File: config.mk
export PLATFORM = sky130hd
export DESIGN_NAME = pc_flow_ctrl_flat
export DESIGN_NICKNAME = d
export VERILOG_FILES = /design/src/rtl/pc_flow_ctrl_pkg.sv /design/src/rtl/pc_flow_ctrl_if.sv /design/src/rtl/pc_redirect_arb.sv /design/src/rtl/pc_flow_ctrl.sv /design/src/flat_wrapper.sv
export SDC_FILE = /design/constraint.sdc
export NUM_CORES = 1
export LEC_CHECK = 0
export ABC_AREA = 1
export BUFFER_PORTS_ARGS = -buffer_cell sky130_fd_sc_hd__buf_2
export CORE_MARGIN = 2
export CORE_UTILIZATION = 55
export CTS_CLUSTER_SIZE = 12
export DETAILED_ROUTE_END_ITERATION = 6
export PLACE_DENSITY = 0.86
export SYNTH_ARGS = -nofsm -noshare
export SYNTH_HDL_FRONTEND = slang
export SYNTH_SLANG_ARGS = --single-unit
File: constraint.sdc
create_clock -name clk -period 3 [get_ports clk]
set_input_delay 0.3 -clock clk [delete_from_list [all_inputs] [get_ports clk]]
set_output_delay 0.3 -clock clk [all_outputs]
set_load 0.02 [all_outputs]
File: src/rtl/pc_flow_ctrl_pkg.sv
// rtl/pc_flow_ctrl_pkg.sv - shared types and defaults for the PC flow controller
package pc_flow_ctrl_pkg;

  localparam int          DEF_ADDR_W     = 32;
  localparam logic [31:0] DEF_EXC_VECTOR = 32'h0000_0100;
  localparam int          DEF_MDU_CYCLES = 32;

  typedef enum logic [1:0] {
    ST_BOOT     = 2'd0,
    ST_RUN      = 2'd1,
    ST_MDU_WAIT = 2'd2
  } state_t;

  // Encoded in ascending priority so a plain magnitude compare ranks redirects.
  typedef enum logic [1:0] {
    RK_NONE   = 2'd0,
    RK_JUMP   = 2'd1,
    RK_BRANCH = 2'd2,
    RK_EXC    = 2'd3
  } rkind_t;

  // Jumps resolve in ID, so only IF/ID holds a wrong-path instruction; later
  // redirects also have a wrong-path instruction sitting in ID/EX.
  function automatic logic kind_flushes_id_ex(rkind_t kind);
    return (kind == RK_BRANCH) || (kind == RK_EXC);
  endfunction

endpackage

File: src/rtl/pc_flow_ctrl_if.sv
// rtl/pc_flow_ctrl_if.sv - hazard/branch side to PC register control bundle
interface pc_flow_ctrl_if #(
  parameter int ADDR_W = 32
);
  logic              inited;
  logic              exc_req;
  logic              ex_br_taken;
  logic [ADDR_W-1:0] ex_br_target;
  logic              id_jump;
  logic [ADDR_W-1:0] id_jump_target;
  logic              load_use;
  logic              mem_busy;
  logic              mdu_start;
  logic              pc_stall;
  logic              pc_branch_flag;
  logic [ADDR_W-1:0] pc_branch_addr;
  logic              flush_if_id;
  logic              flush_id_ex;
  logic              bubble_id_ex;
  logic              mdu_busy;

  modport master (
    output inited, exc_req, ex_br_taken, ex_br_target, id_jump, id_jump_target,
           load_use, mem_busy, mdu_start,
    input  pc_stall, pc_branch_flag, pc_branch_addr, flush_if_id, flush_id_ex,
           bubble_id_ex, mdu_busy
  );

  modport slave (
    input  inited, exc_req, ex_br_taken, ex_br_target, id_jump, id_jump_target,
           load_use, mem_busy, mdu_start,
    output pc_stall, pc_branch_flag, pc_branch_addr, flush_if_id, flush_id_ex,
           bubble_id_ex, mdu_busy
  );
endinterface

File: src/rtl/pc_redirect_arb.sv
// rtl/pc_redirect_arb.sv - priority mux over exception, EX branch and ID jump redirects
module pc_redirect_arb
  import pc_flow_ctrl_pkg::*;
#(
  parameter int              ADDR_W     = DEF_ADDR_W,
  parameter logic [ADDR_W-1:0] EXC_VECTOR = ADDR_W'(DEF_EXC_VECTOR)
) (
  input  logic              exc_req,
  input  logic              br_taken,
  input  logic [ADDR_W-1:0] br_target,
  input  logic              jump,
  input  logic [ADDR_W-1:0] jump_target,
  output logic              valid,
  output rkind_t            kind,
  output logic [ADDR_W-1:0] addr
);

  // Fixed priority: exception, then EX branch, then ID jump.
  always_comb begin
    valid = 1'b0;
    kind  = RK_NONE;
    addr  = '0;
    if (exc_req) begin
      valid = 1'b1;
      kind  = RK_EXC;
      addr  = EXC_VECTOR;
    end else if (br_taken) begin
      valid = 1'b1;
      kind  = RK_BRANCH;
      addr  = br_target;
    end else if (jump) begin
      valid = 1'b1;
      kind  = RK_JUMP;
      addr  = jump_target;
    end
  end

endmodule

File: src/rtl/pc_flow_ctrl.sv
// rtl/pc_flow_ctrl.sv - PC stall/redirect sequencer with pipeline flush and bubble control
module pc_flow_ctrl
  import pc_flow_ctrl_pkg::*;
#(
  parameter int                ADDR_W     = DEF_ADDR_W,
  parameter logic [ADDR_W-1:0] EXC_VECTOR = ADDR_W'(DEF_EXC_VECTOR),
  parameter int                MDU_CYCLES = DEF_MDU_CYCLES
) (
  input logic           clk,
  input logic           rst,
  pc_flow_ctrl_if.slave bus
);

  localparam int CNT_W = (MDU_CYCLES > 2) ? $clog2(MDU_CYCLES) : 1;

  state_t            state, next_state;
  logic [CNT_W-1:0]  cnt, cnt_next;
  logic              pend_valid, pend_valid_next;
  rkind_t            pend_kind, pend_kind_next;
  logic [ADDR_W-1:0] pend_addr, pend_addr_next;

  logic              req_valid;
  rkind_t            req_kind;
  logic [ADDR_W-1:0] req_addr;

  // A jump behind a load-use hazard is not taken yet; it is re-presented once
  // the hazard clears, so it must not reach the arbiter or the pend register.
  pc_redirect_arb #(
    .ADDR_W     (ADDR_W),
    .EXC_VECTOR (EXC_VECTOR)
  ) u_arb (
    .exc_req     (bus.exc_req),
    .br_taken    (bus.ex_br_taken),
    .br_target   (bus.ex_br_target),
    .jump        (bus.id_jump & ~bus.load_use),
    .jump_target (bus.id_jump_target),
    .valid       (req_valid),
    .kind        (req_kind),
    .addr        (req_addr)
  );

  // State, MDU counter and pending redirect; loss of inited behaves like reset.
  always_ff @(posedge clk) begin
    if (rst || !bus.inited) begin
      state      <= ST_BOOT;
      cnt        <= '0;
      pend_valid <= 1'b0;
      pend_kind  <= RK_NONE;
      pend_addr  <= '0;
    end else begin
      state      <= next_state;
      cnt        <= cnt_next;
      pend_valid <= pend_valid_next;
      pend_kind  <= pend_kind_next;
      pend_addr  <= pend_addr_next;
    end
  end

  // Next-state and control outputs; any redirect drops pc_stall.
  always_comb begin
    next_state          = state;
    cnt_next            = cnt;
    pend_valid_next     = pend_valid;
    pend_kind_next      = pend_kind;
    pend_addr_next      = pend_addr;
    bus.pc_stall        = 1'b0;
    bus.pc_branch_flag  = 1'b0;
    bus.pc_branch_addr  = '0;
    bus.flush_if_id     = 1'b0;
    bus.flush_id_ex     = 1'b0;
    bus.bubble_id_ex    = 1'b0;
    bus.mdu_busy        = 1'b0;

    case (state)
      ST_BOOT: begin
        bus.pc_stall    = 1'b1;
        bus.flush_if_id = 1'b1;
        bus.flush_id_ex = 1'b1;
        next_state      = ST_RUN;
      end

      ST_RUN: begin
        if (bus.mem_busy) begin
          // Whole pipe holds; remember the strongest redirect seen so far.
          bus.pc_stall = 1'b1;
          if (req_valid && (!pend_valid || req_kind >= pend_kind)) begin
            pend_valid_next = 1'b1;
            pend_kind_next  = req_kind;
            pend_addr_next  = req_addr;
          end
        end else if (pend_valid && !bus.exc_req) begin
          bus.pc_branch_flag = 1'b1;
          bus.pc_branch_addr = pend_addr;
          bus.flush_if_id    = 1'b1;
          bus.flush_id_ex    = kind_flushes_id_ex(pend_kind);
          pend_valid_next    = 1'b0;
        end else if (req_valid && req_kind != RK_JUMP) begin
          bus.pc_branch_flag = 1'b1;
          bus.pc_branch_addr = req_addr;
          bus.flush_if_id    = 1'b1;
          bus.flush_id_ex    = 1'b1;
          pend_valid_next    = 1'b0;
        end else if (bus.mdu_start) begin
          // The start cycle is the first of the MDU_CYCLES stall cycles.
          bus.pc_stall = 1'b1;
          cnt_next     = CNT_W'(MDU_CYCLES - 2);
          next_state   = ST_MDU_WAIT;
        end else if (bus.load_use) begin
          bus.pc_stall     = 1'b1;
          bus.bubble_id_ex = 1'b1;
        end else if (req_valid) begin
          bus.pc_branch_flag = 1'b1;
          bus.pc_branch_addr = req_addr;
          bus.flush_if_id    = 1'b1;
        end
      end

      ST_MDU_WAIT: begin
        bus.mdu_busy = 1'b1;
        bus.pc_stall = 1'b1;
        if (bus.exc_req) begin
          next_state = ST_RUN;
          if (bus.mem_busy) begin
            // Cannot redirect into a held pipe; replay it from RUN.
            pend_valid_next = 1'b1;
            pend_kind_next  = RK_EXC;
            pend_addr_next  = EXC_VECTOR;
          end else begin
            bus.pc_stall       = 1'b0;
            bus.pc_branch_flag = 1'b1;
            bus.pc_branch_addr = EXC_VECTOR;
            bus.flush_if_id    = 1'b1;
            bus.flush_id_ex    = 1'b1;
          end
        end else if (!bus.mem_busy) begin
          if (cnt == '0) begin
            next_state = ST_RUN;
          end else begin
            cnt_next = cnt - CNT_W'(1);
          end
        end
      end

      default: begin
        next_state = ST_BOOT;
      end
    endcase
  end

endmodule
File: src/flat_wrapper.sv
// flat-port wrapper written by rule: the top's interface ports become plain ports
module pc_flow_ctrl_flat import pc_flow_ctrl_pkg::*;
#(
  parameter int                ADDR_W     = DEF_ADDR_W,
  parameter logic [ADDR_W-1:0] EXC_VECTOR = ADDR_W'(DEF_EXC_VECTOR),
  parameter int                MDU_CYCLES = DEF_MDU_CYCLES
)
  (clk, rst, bus_inited, bus_exc_req, bus_ex_br_taken, bus_ex_br_target, bus_id_jump, bus_id_jump_target, bus_load_use, bus_mem_busy, bus_mdu_start, bus_pc_stall, bus_pc_branch_flag, bus_pc_branch_addr, bus_flush_if_id, bus_flush_id_ex, bus_bubble_id_ex, bus_mdu_busy);
  pc_flow_ctrl_if #(.ADDR_W(ADDR_W)) bus_i ();
  input logic clk;
  input logic rst;
  input wire logic [$bits(bus_i.inited)-1:0] bus_inited;
  input wire logic [$bits(bus_i.exc_req)-1:0] bus_exc_req;
  input wire logic [$bits(bus_i.ex_br_taken)-1:0] bus_ex_br_taken;
  input wire logic [$bits(bus_i.ex_br_target)-1:0] bus_ex_br_target;
  input wire logic [$bits(bus_i.id_jump)-1:0] bus_id_jump;
  input wire logic [$bits(bus_i.id_jump_target)-1:0] bus_id_jump_target;
  input wire logic [$bits(bus_i.load_use)-1:0] bus_load_use;
  input wire logic [$bits(bus_i.mem_busy)-1:0] bus_mem_busy;
  input wire logic [$bits(bus_i.mdu_start)-1:0] bus_mdu_start;
  output wire logic [$bits(bus_i.pc_stall)-1:0] bus_pc_stall;
  output wire logic [$bits(bus_i.pc_branch_flag)-1:0] bus_pc_branch_flag;
  output wire logic [$bits(bus_i.pc_branch_addr)-1:0] bus_pc_branch_addr;
  output wire logic [$bits(bus_i.flush_if_id)-1:0] bus_flush_if_id;
  output wire logic [$bits(bus_i.flush_id_ex)-1:0] bus_flush_id_ex;
  output wire logic [$bits(bus_i.bubble_id_ex)-1:0] bus_bubble_id_ex;
  output wire logic [$bits(bus_i.mdu_busy)-1:0] bus_mdu_busy;
  assign bus_i.inited = bus_inited;
  assign bus_i.exc_req = bus_exc_req;
  assign bus_i.ex_br_taken = bus_ex_br_taken;
  assign bus_i.ex_br_target = bus_ex_br_target;
  assign bus_i.id_jump = bus_id_jump;
  assign bus_i.id_jump_target = bus_id_jump_target;
  assign bus_i.load_use = bus_load_use;
  assign bus_i.mem_busy = bus_mem_busy;
  assign bus_i.mdu_start = bus_mdu_start;
  assign bus_pc_stall = bus_i.pc_stall;
  assign bus_pc_branch_flag = bus_i.pc_branch_flag;
  assign bus_pc_branch_addr = bus_i.pc_branch_addr;
  assign bus_flush_if_id = bus_i.flush_if_id;
  assign bus_flush_id_ex = bus_i.flush_id_ex;
  assign bus_bubble_id_ex = bus_i.bubble_id_ex;
  assign bus_mdu_busy = bus_i.mdu_busy;
  pc_flow_ctrl #(.ADDR_W(ADDR_W), .EXC_VECTOR(EXC_VECTOR), .MDU_CYCLES(MDU_CYCLES)) u_core (.clk(clk), .rst(rst), .bus(bus_i));
endmodule
# Word level (Yosys, flattened, before mapping)
# Index checks and enable logic that the tools add are counted.
totals:
  regBits: 42
  output_inout_bits: 38
  wordCells: 124
op_classes:
  addsub: 1
  magnitude_cmp: 1
  eq_ne: 20
  muxes: 79
  n_bitwise: 2
  reduce_logical: 16
op_table:
  columns: ["op", "n"]
  rows:
  - ["$mux W32", 14]
  - ["$pmux W32 S2", 2]
  - ["$mux W5", 7]
  - ["$mux W1", 34]
  - ["$mux W2", 13]
  - ["$ne A2 B2 Y1 const B", 10]
  - ["$pmux W5 S2", 1]
  - ["$reduce_and A5 Y1", 2]
  - ["$mux W9", 1]
  - ["$pmux W1 S3", 3]
  - ["$reduce_and A8 Y1", 1]
  - ["$eq A2 B2 Y1 const B", 3]
  - ["$ne A3 B2 Y1 const B", 2]
  - ["$pmux W2 S3", 1]
  - ["$reduce_and A6 Y1", 1]
  - ["$logic_not A5 Y1", 1]
  - ["$sub A5 B1 Y5 const B", 1]
  - ["$ne A2 B1 Y1 const B", 2]
  - ["$ne A4 B2 Y1 const B", 1]
  - ["$pmux W1 S2", 2]
  - ["$pmux W2 S2", 1]
  - ["$logic_and A1 B1 Y1", 3]
  - ["$logic_not A1 Y1", 3]
  - ["$logic_or A1 B1 Y1", 3]
  - ["other kinds (7)", 7]

# Longest topological paths before layout
logic_depth:
  ltp_word: 12
  ltp_mapped: 18

# Hierarchy
# From an unflattened synthesis, not the netlist that was laid out.
unflattened:
  cells_unflattened: 585
  hier_area_um2: 3595.9
modules_own_cells:
  columns: ["module", "instances", "cells_per_inst", "area_per_inst_um2"]
  rows:
  - ["pc_flow_ctrl", 1, 468, 2731.4]
  - ["pc_redirect_arb", 1, 117, 864.6]

# Worst setup path before layout
# OpenSTA, ideal clock, no wires.
synth_path:
  kind: "reg2out"
  startpoint: "register u_core.state[0]"
  endpoint: "output port bus_pc_stall"
  arrival_time_ns: 1.722
  required_time_ns: 2.700
  slack_ns: 0.978
  stages_incl_launch_ff: 9
  n_path_buf: 3
  path_cell_list: "dfxtp_1 inv_1 ha_1 buf_4 o21a_1 buf_2 buf_2 nor3_1 a21oi_1"
synth_via:
  elab_chain_len: 2
synth_lines:
  columns: ["element", "line_no", "rtl"]
  rows:
  - ["start, declared", "pc_flow_ctrl.sv:16", "state_t state, next_state;"]
  - ["start signal, assigned", "pc_flow_ctrl.sv:51", "state <= next_state;"]
  - ["$eq A2 B2 Y1, or another cell as far along", "pc_flow_ctrl.sv:74", "case (state)"]
  - ["$pmux W1 S3 *", "pc_flow_ctrl.sv:74", null]
  - ["end, declared", "flat_wrapper.sv:21", "output wire logic [$bits(bus_i.pc_stall)-1:0] bus_pc_stall;"]
# Every way passes the cells marked *; elsewhere a longest branch is shown, timed or not.

# Worst setup path in the final report
layout_path:
  startpoint: "register u_core.state[1]"
  endpoint: "output port bus_pc_branch_addr[1]"
layout_via:
  elab_chain_len: 2
layout_lines:
  columns: ["element", "line_no", "rtl"]
  rows:
  - ["$eq A2 B2 Y1 / $eq A2 B1 Y1 (equally long branches)", "pc_flow_ctrl.sv:74", null]
  - ["$pmux W32 S2 *", "pc_flow_ctrl.sv:74", null]
  - ["end, declared", "flat_wrapper.sv:23", "output wire logic [$bits(bus_i.pc_branch_addr)-1:0] bus_pc_branch_addr;"]
# Marks and branches as above.

==> results_dict.tcl <==
set metrics [dict create \
    portBuffers 110 \
    start_util 0.567 \
    cp_cell_sequence "inv_1 -> ha_1 -> nand2_1 -> nor2_4 -> buf_4 -> o21ai_0 -> a21oi_1 -> buf_2" \
    fin_crit_ns 2.75 \
    rr_endpoint "u_core.pend_addr[31]" \
    yosys.area.top_type "dfxtp_1" \
    synth.distinct_cells 27 \
    wl_met3_um 997 \
    wl_per_cell_um 14.6 \
    max_freq_ghz 0.363 \
    wl_met1_mm 4.85 \
    crit_slowest_cell "nor2_4" \
    synthCells 620 \
    route.detailed.drc 0 \
    place_congestion 1.00 \
    min_to "u_core.pend_addr[8]" \
    p_per_area_mw_per_mm2 339 \
    wirelength_mm 11.3 \
    vias_per_cell 5.81 \
    grt_first_pass_wirelength_mm 18.2 \
    crit_arrival_ns 2.45 \
    fp.dieW_um 84.7 \
    nNetsFinal 780 \
    area_growth_pct 18.3 \
    irDropWorstVdd_uv 226 \
    cts_tree "built" \
    num_io_pins 111 \
    skew_ns 0.00464 \
    cts.sinks 42 \
    final_area_mm2 0.00424 \
    cp.required_ns 2.70 \
    wl_met2_mm 5.23 \
    critPathTopFamily "simple AND/OR/NAND/NOR gates" \
    firstDrtPassIters 5 \
    final_util 0.671 \
    min_from "bus_id_jump_target[8]" \
    avgSynthCellArea_um2 5.78 \
    netlist_area_mm2 0.00358 \
    rsz0062_at_grt "no" \
    grt-ovfl-total 0 \
    syn_nets 701 \
    placed_cell_area_mm2 0.00412 \
    drive_gt1_frac 0.213 \
    rr_worst_depth 9 \
    tightest_slew_ns 0.517 \
    yosysSeqAreaShare 0.235 \
    cts_root_buffer "clkbuf_8" \
    die-area_mm2 0.00717 \
    ys_seq_elements 42 \
    fin_crit_sh 0.918 \
    fin_hold_ws_ns 0.370 \
    slowest_delay_ns 0.45 \
    cts_hold_buf 0 \
    hpwlAfterDp_mm 7.79 \
    yosysTopAreaCellShare 0.235 \
    antennaDiodeCount 0 \
    fin_tns_setup_ns 0 \
    dp.cells 769 \
    hold_viol_final 0 \
    whs_path_depth 5 \
    cts.clk_slew.worst_paths_ns 0.08 \
    clock_latency_ns 0.31 \
    cts_max_path_buffers 2 \
    status "complete, no violations" \
    p_leak_nw 2.03 \
    drv_slew 0 \
    die_h_um 84.7 \
    core-area_mm2 0.00631 \
    ant_nets 0 \
    drt_iter0_markers 380 \
    cp.buffers_inverters 3 \
    hp-class "in2reg" \
    path_class "reg2out" \
    highest_layer "met4" \
    r2r_setup_slack_ns 0.64 \
    antenna_found_initial 0 \
    worst_slack_ns 0.246 \
    critPathMaxFanout 21 \
    finalSetupViolCount 0 \
    startpoint_type "flop" \
    p_total_mw 1.44 \
    grt_pass1_vias 3954 \
    synth.top_cells.by_area "dfxtp_1 23%, nand2_1 17%, nand4_1 16%" \
    cts_buffers 5 \
    timing.rr.start "u_core.state[0]" \
    track_usage 0.309 \
    core.rowCount 29 \
    yosysWarnings 0 \
    fin_cells 777 \
    crit_path_end_kind "primary output" \
    place_ws_ns 0.366 \
    maxSlewHeadroom 0.655 \
    h-tree-depth 2 \
    max_cap_violations 0 \
    grt_max_degree 43 \
    vias 4516 \
]
cell families after synthesis:
kind of cell    after synthesis  synth area share
flops                        42             0.235
buf+inv                     119             0.138
fa+ha+maj                     8            0.0280
compound gates               82             0.118
simple gates                369             0.481
cell usage after synthesis (all sizes together):
| cell type | number |
|---|---|
| a211oi | 1 |
| a21oi | 40 |
| buf | 33 |
| clkbuf | 24 |
| clkinv | 3 |
| dfxtp | 42 |
| ha | 8 |
| inv | 59 |
| nand2 | 168 |
| nand3 | 44 |
| nand4 | 94 |
| nor2 | 57 |
| nor3 | 3 |
| nor4 | 1 |
| o211ai | 2 |
| o21a | 1 |
| o21ai | 37 |
| o21bai | 1 |
| or2 | 2 |
cell usage in the layout, fill, tap and decap left out, drive strengths merged, types with 6 or more instances in the layout:
master	netlist	layout
nand4	94	94
o21ai	37	37
a21oi	40	40
buf	33	129
nand2	168	168
ha	8	8
inv	59	59
nor2	57	57
dfxtp	42	42
clkbuf	24	6
nand3	44	44
registers in the layout, indices dropped and copies added (netlist names):
name / count
u_core.cnt: 5
u_core.pend_addr: 32
u_core.pend_kind: 2
u_core.pend_valid: 1
u_core.state: 2
report_power, final:
part	switching, mW	total [mW]	internal, mW	leakage (nW)
Sequential	0.0107	0.585	0.575	0.340
Combinational	0.250	0.389	0.139	1.64
Clock	0.216	0.464	0.249	0.0514
metal layers:
| metal | vias up | global-route usage |
|---|---|---|
| met1 | 2018 | 0.416 |
| li1 | 2242 | - |
| met3 | 27 | 0.0482 |
| met2 | 229 | 0.495 |
| met5 | - | 0 |
| met4 | 0 | 0.124 |
timing repair:
item,4_1_cts,5_1_grt
setup endpoints to repair,0,22
resized for setup,0,1
buffers inserted,0,0
worst reg2reg max path, stage by stage (launching register included):
cell and delay, ns:
dfxtp_1 0.35, inv_1 0.10, ha_1 0.45, inv_2 0.27, nor2_1 0.29, inv_2 0.17, nand3_4 0.37, nand2_1 0.12
nand2_1 0.10, nor2_1 0.04
area by class of cell:
cell class | instances | area (um^2)
Fill cell | 588 | 2080
Multi-Input combinational cell | 459 | 2250
Sequential cell | 42 | 841
Timing Repair Buffer | 129 | 706
Inverter | 62 | 233
Clock buffer | 6 | 72.6
Tap cell | 77 | 96.3
Clock inverter | 2 | 37.5
worst max path at each step:
| stage | start | to | slack [ns] | cells after the start |
|---|---|---|---|---|
| floorplan | u_core.state[0] | bus_pc_stall | 0.98 | 8 |
| global placement | u_core.state[1] | bus_pc_branch_addr[30] | 0.42 | 8 |
| detailed placement | u_core.state[1] | bus_pc_branch_addr[29] | 0.37 | 8 |
| CTS | u_core.state[1] | bus_pc_branch_addr[29] | 0.02 | 8 |
| global route | u_core.state[1] | bus_pc_branch_addr[7] | 0.06 | 8 |
| finish | u_core.state[1] | bus_pc_branch_addr[1] | 0.25 | 8 |
Power figures use the tool's default switching activity.
